## src/rtl/skin_pkg.sv

```systemverilog
// Shared definitions for the skin sensor scan path: channel count, select width
// and the scan sequencer state encoding.
package skin_pkg;

  localparam int unsigned NCH   = 8;
  localparam int unsigned SEL_W = 3;

  typedef enum logic [1:0] {
    StIdle,
    StSettle,
    StSample,
    StDone
  } state_e;

endpackage

```

## src/rtl/skin_scan_sample_vote.sv

```systemverilog
// Per-channel sample counter and ones counter with threshold compare; vote
// includes the sample presented on the last cycle.
module sample_vote #(
  parameter int unsigned N_SAMPLES = 4,
  parameter int unsigned THRESH    = 3
) (
  input  logic clk,
  input  logic rst,
  input  logic clr,
  input  logic en,
  input  logic y_in,
  output logic last,
  output logic vote
);

  localparam int unsigned CW = $clog2(N_SAMPLES + 1);

  logic [CW-1:0] samp_cnt_q;
  logic [CW-1:0] ones_q;
  logic [CW:0]   ones_total;

  assign last       = en && (samp_cnt_q == CW'(N_SAMPLES - 1));
  assign ones_total = {1'b0, ones_q} + (CW + 1)'(y_in);
  assign vote       = ones_total >= (CW + 1)'(THRESH);

  // Counters clear themselves on the last sample so they never wrap.
  always_ff @(posedge clk or posedge rst) begin
    if (rst) begin
      samp_cnt_q <= '0;
      ones_q     <= '0;
    end else if (clr || last) begin
      samp_cnt_q <= '0;
      ones_q     <= '0;
    end else if (en) begin
      samp_cnt_q <= samp_cnt_q + 1'b1;
      ones_q     <= ones_q + CW'(y_in);
    end
  end

endmodule

```

## src/rtl/skin_scan.sv

```systemverilog
// Scan sequencer for the 8-channel skin sensor mux: settle, majority-vote each
// channel, then hand the assembled frame downstream over valid/ready.
module skin_scan
  import skin_pkg::*;
#(
  parameter int unsigned SETTLE_CYCLES = 4,
  parameter int unsigned N_SAMPLES     = 4,
  parameter int unsigned THRESH        = 3
) (
  input  logic             clk,
  input  logic             rst,
  input  logic             start,
  input  logic             continuous,
  input  logic             y_in,
  output logic [SEL_W-1:0] sel,
  output logic             busy,
  output logic [NCH-1:0]   frame,
  output logic             frame_valid,
  input  logic             frame_ready
);

  localparam int unsigned SW = $clog2(SETTLE_CYCLES + 1);

  state_e           state_q;
  logic [SW-1:0]    settle_q;
  logic [SEL_W-1:0] sel_q;
  logic [NCH-1:0]   shadow_q;
  logic [NCH-1:0]   frame_q;
  logic             frame_valid_q;

  logic vote_en;
  logic vote_clr;
  logic vote_last;
  logic vote;

  assign vote_en  = (state_q == StSample);
  assign vote_clr = ((state_q == StIdle) && start) ||
                    ((state_q == StDone) && frame_ready && continuous);

  sample_vote #(
    .N_SAMPLES (N_SAMPLES),
    .THRESH    (THRESH)
  ) u_sample_vote (
    .clk  (clk),
    .rst  (rst),
    .clr  (vote_clr),
    .en   (vote_en),
    .y_in (y_in),
    .last (vote_last),
    .vote (vote)
  );

  always_ff @(posedge clk or posedge rst) begin
    if (rst) begin
      state_q       <= StIdle;
      settle_q      <= '0;
      sel_q         <= '0;
      shadow_q      <= '0;
      frame_q       <= '0;
      frame_valid_q <= 1'b0;
    end else begin
      unique case (state_q)
        StIdle: begin
          if (start) begin
            state_q  <= StSettle;
            settle_q <= '0;
            sel_q    <= '0;
            shadow_q <= '0;
          end
        end
        StSettle: begin
          if (settle_q == SW'(SETTLE_CYCLES - 1)) begin
            settle_q <= '0;
            state_q  <= StSample;
          end else begin
            settle_q <= settle_q + 1'b1;
          end
        end
        StSample: begin
          if (vote_last) begin
            shadow_q[sel_q] <= vote;
            if (sel_q != SEL_W'(NCH - 1)) begin
              sel_q   <= sel_q + 1'b1;
              state_q <= StSettle;
            end else begin
              // Last channel's vote bypasses the shadow so the frame is complete now.
              frame_q       <= {vote, shadow_q[NCH-2:0]};
              frame_valid_q <= 1'b1;
              state_q       <= StDone;
            end
          end
        end
        StDone: begin
          if (frame_ready) begin
            frame_valid_q <= 1'b0;
            sel_q         <= '0;
            settle_q      <= '0;
            shadow_q      <= '0;
            state_q       <= continuous ? StSettle : StIdle;
          end
        end
        default: state_q <= StIdle;
      endcase
    end
  end

  assign sel         = sel_q;
  assign busy        = (state_q != StIdle);
  assign frame       = frame_q;
  assign frame_valid = frame_valid_q;

endmodule
```

## config.mk

```make
export PLATFORM = sky130hd
export DESIGN_NAME = skin_scan
export DESIGN_NICKNAME = d
export VERILOG_FILES = /design/src/rtl/skin_pkg.sv /design/src/rtl/skin_scan_sample_vote.sv /design/src/rtl/skin_scan.sv
export SDC_FILE = /design/constraint.sdc
export NUM_CORES = 1
export LEC_CHECK = 0
export CAP_MARGIN = 40
export CORE_MARGIN = 3
export CORE_UTILIZATION = 35
export CTS_BUF_LIST = sky130_fd_sc_hd__clkbuf_8
export CTS_CLUSTER_DIAMETER = 50
export DETAILED_ROUTE_END_ITERATION = 16
export GPL_TIMING_DRIVEN = 0
export PLACE_DENSITY = 0.55
export SLEW_MARGIN = 40
export SYNTH_ARGS = -nofsm -noshare
export SYNTH_HDL_FRONTEND = slang
export SYNTH_SLANG_ARGS = --single-unit
```

## constraint.sdc

```tcl
create_clock -name clk -period 1.6 [get_ports clk]
set_clock_uncertainty 0.05 [all_clocks]
set_input_delay 0.4 -clock clk [delete_from_list [all_inputs] [get_ports clk]]
set_output_delay 0.4 -clock clk [all_outputs]
set_load 0.05 [all_outputs]
```

==> key figures <==
Run status
  • Status: finished with violations
  • Failing checks: negative setup slack

Worst setup path
  • Critical path endpoint: sel[0]
  • Maximum fanout count along the critical path: 5
  • Ordered cell list for the critical path: ha_2, ha_4, mux2i_2, mux2_4, a21o_1, mux2_4
  • Worst-path cell with the longest stage delay: dfrtp_1
  • Logic depth of the worst register-to-register path: 6
  • Crit path launch: u_sample_vote.samp_cnt_q[1]
  • Category of the most critical setup path: reg -> reg
  • Startpoint kind of the worst setup timing path: flop
  • Crit-path most repeated cell: mux2_4
  • Worst reg2reg endpoint: sel[0]
  • Data required, critical path: 1.71 ns
  • Delay of the slowest cell on the worst path: 0.36 ns
  • Endpoint class of the critical path: flop
  • FF-to-FF Start: u_sample_vote.samp_cnt_q[1]
  • Register-to-register setup slack: -0.06 ns
  • Data arrival time at the worst-slack endpoint: 1.77 ns

Clock tree
  • Number of buffers created by CTS: 5
  • Total of hold buffers inserted after clock tree synthesis: 0
  • Clock transition at path regs: 0.06 ns
  • Clock insertion delay at the later pin of the skew report: 0.28 ns
  • Number of clock sinks seen by CTS: 30
  • Clock tree from TritonCTS: built
  • H-tree Lvls: 2
  • Clk Tree Root Cell: clkbuf_8
  • Largest buffer count on any clock path: 2

Floorplanning
  • Die Outline Area: 5120 sq um
  • Die extent in y: 71.6 um
  • Num ports: 19
  • Row cnt: 23
  • Horiz. Die Dim: 71.6 um
  • Core area: 4090 sq um
  • Effective utilization at floorplan: 0.368

GRT
  • GR Overflow Total: 0
  • Global routing usage summed across all routing layers: 0.135
  • Largest net degree at the start of global routing: 31
  • Number of antenna violations at the first check in global routing: 0
  • Wire length of the first global-routing pass: 5350 um
  • Number of global-route vias before repair: 1200

Timing
  • Unrepaired setup endpoints after global routing: yes
  • Final Max Tran Viols: 0
  • Finish-stage setup viols: 4
  • Total count of hold-check failures in the final report: 0
  • Time the final worst path needs with I/O delays and setup: 1.66 ns
  • Worst slew margin relative to its limit: 0.578
  • Max Clk Rate: 0.604 GHz
  • Final-layout worst hold slack: 0.430 ns
  • Share of the cycle needed by the critical path after routing: 1.04
  • Final setup margin: -0.0568 ns
  • Least-Margin Pin Slew: 0.632 ns

Power
  • Post-layout total power: 2870 uW
  • Internal: 1800 uW
  • Clock group share of total power: 0.214
  • Largest voltage drop on the vdd net: 645 uV
  • Power share of the combinational group: 0.456
  • Ratio of total power to cell area: 1380 nW/um^2
  • Switching share of power: 0.373
  • Sequential group share of total power: 0.330
  • Leak Pwr: 0.000963 uW
  • Net Switching: 1070 uW

Final layout
  • Finished Layout Cells: 239
  • Area delta synth->final: 38.2%
  • Diode count: 0
  • Number of nets in the layout: 201
  • Final non-filler cell area: 2080 sq um
  • Share of post-route cells with drive strength above 1: 0.418

Synth
  • Post-Synthesis Cell Area: 1500 sq um
  • Synth warn: 0
  • Flops & latches, synth: 30
  • Dominant cell type by area after synthesis: dfrtp_1
  • Sequential element share of the synthesized area: 0.499
  • Cells taking the most area after synthesis: dfrtp_1 50%, ha_1 5.8%, a21oi_1 5.3%
  • Per-instance average area after synthesis: 10.2 sq um
  • Area fraction of the dominant cell type after synthesis: 0.499
  • Post-Syn Nets: 161
  • Synthesized netlist cell count: 148
  • Count of distinct cell types in the synthesized netlist: 34

Drt
  • Residual DRC: 0
  • Number of vias after detailed routing: 1187
  • Sum of routed wire length over all layers: 3300 um
  • Detailed-route vias per instance: 4.97
  • Drt initial violations: 81
  • Detailed-route wire length per cell: 13.8 um
  • Antenna-violating nets left: 0
  • DR pass1 iterations: 4

Min path
  • Min-Delay Path Class: reg -> reg

Placement
  • Port Buf Inserts: 18
  • Dpl hpwl: 2100 um
  • Last weighted congestion value of the routability-driven placer: 0.825
  • Placed Area: 1770 sq um
  • Inst Count DP: 216
  • Worst setup slack before clock tree synthesis: -0.566 ns

Run
  • Max_cap viols: 0
Yosys cell counts (all sizes together):
cell / count
dfrtp: 30
ha: 7
a31oi: 1
and2b: 1
o21bai: 1
a21boi: 2
clkbuf: 3
nand2: 19
mux2: 8
a211oi: 1
nand3: 4
buf: 3
nor2b: 2
nor2: 8
xnor2: 1
nand2b: 3
o21ai: 12
o41ai: 3
o211ai: 1
inv: 11
mux2i: 1
a21oi: 16
o22ai: 2
and2: 1
xor2: 1
nor3: 1
a22o: 3
or2b: 1
a21o: 1
layer usage:
layer	part of all wire	vias up	track usage	wire length [um]
met3	0.042	2	0.0575	138
met5	0	-	0	0
li1	-	598	-	-
met1	0.47	567	0.168	1550
met2	0.48	20	0.214	1590
met4	0.0042	0	0.0397	14
registers in the layout, summed over array words and instances (netlist names):
register,cells
state_q,2
sel,3
shadow_q,7
u_sample_vote.ones_q,3
u_sample_vote.samp_cnt_q,3
frame,8
frame_valid,1
settle_q,3
layout make-up:
class                   count  area, sq um
plain buffers               5         38.8
inverters                  11         43.8
clock inverters             2         8.76
multi-input cells         102          816
well taps                  50         62.6
fillers                   382         2010
flip-flops and latches     30          754
clock buffers               6         82.6
repair buffers             33          272
repair_timing:
action / in CTS / in global routing
cloned: 0 / 2
pin swaps: 11 / 8
gates resized for setup: 56 / 30
buffers inserted: 9 / 6
setup endpoints to repair: 32 / 26
worst max-delay path, delay by kind of cell (launching register included):
kind / cells / cell delay (ns)
mux: 3 / 0.62
compound gates: 1 / 0.19
flops: 1 / 0.36
fa+ha+maj: 2 / 0.32
power by group through the flow:
stage          clock network, uW  registers (uW)  logic, uW
4_1_cts                      634             938       1080
6_report                     613             948       1310
3_3_place_gp                   0             941        948
3_5_place_dp                   0             948        980
5_1_grt                      677             962       1450
2_1_floorplan                  0             959        742
logic make-up after synthesis:
group / share of synthesized area
adder cells (fa/ha/maj): 0.0582
XOR/XNOR: 0.0116
buffers and inverters: 0.0482
flip-flops: 0.499
multiplexers: 0.0740
AO/OA/AOI/OAI: 0.181
AND/OR/NAND/NOR: 0.127
metrics by stage:
stage          utilization  setup TNS [ns]
5_1_grt              0.509          -0.735
4_1_cts              0.486          -0.428
3_5_place_dp         0.433           -7.26
2_1_floorplan            -          -0.295
3_3_place_gp         0.433          -14.13
6_report             0.509          -0.117
worst min path at each step:
stage               cells past startpoint  slack [ns]           to   startpoint
floorplan                               2        0.40  settle_q[1]  settle_q[1]
global placement                        2        0.42  settle_q[1]  settle_q[1]
detailed placement                      2        0.42     frame[5]     frame[5]
CTS                                     2        0.44     frame[5]     frame[5]
global route                            2        0.46  shadow_q[3]  shadow_q[3]
finish                                  2        0.43     frame[5]     frame[5]
placed cells by master (no fill, tap or decap), drive strengths merged, types with 2 or more instances in the layout:
cell type	count
dfrtp	30
buf	20
nand2	19
a21oi	16
clkbuf	13
inv	12
o21ai	12
nor2	8
mux2	8
ha	7
clkdlybuf4s15	6
nand3	5
clkdlybuf4s50	4
nand2b	3
o41ai	3
a22o	3
nor2b	2
o22ai	2
a21boi	2
(Power assumes the default switching activity.)
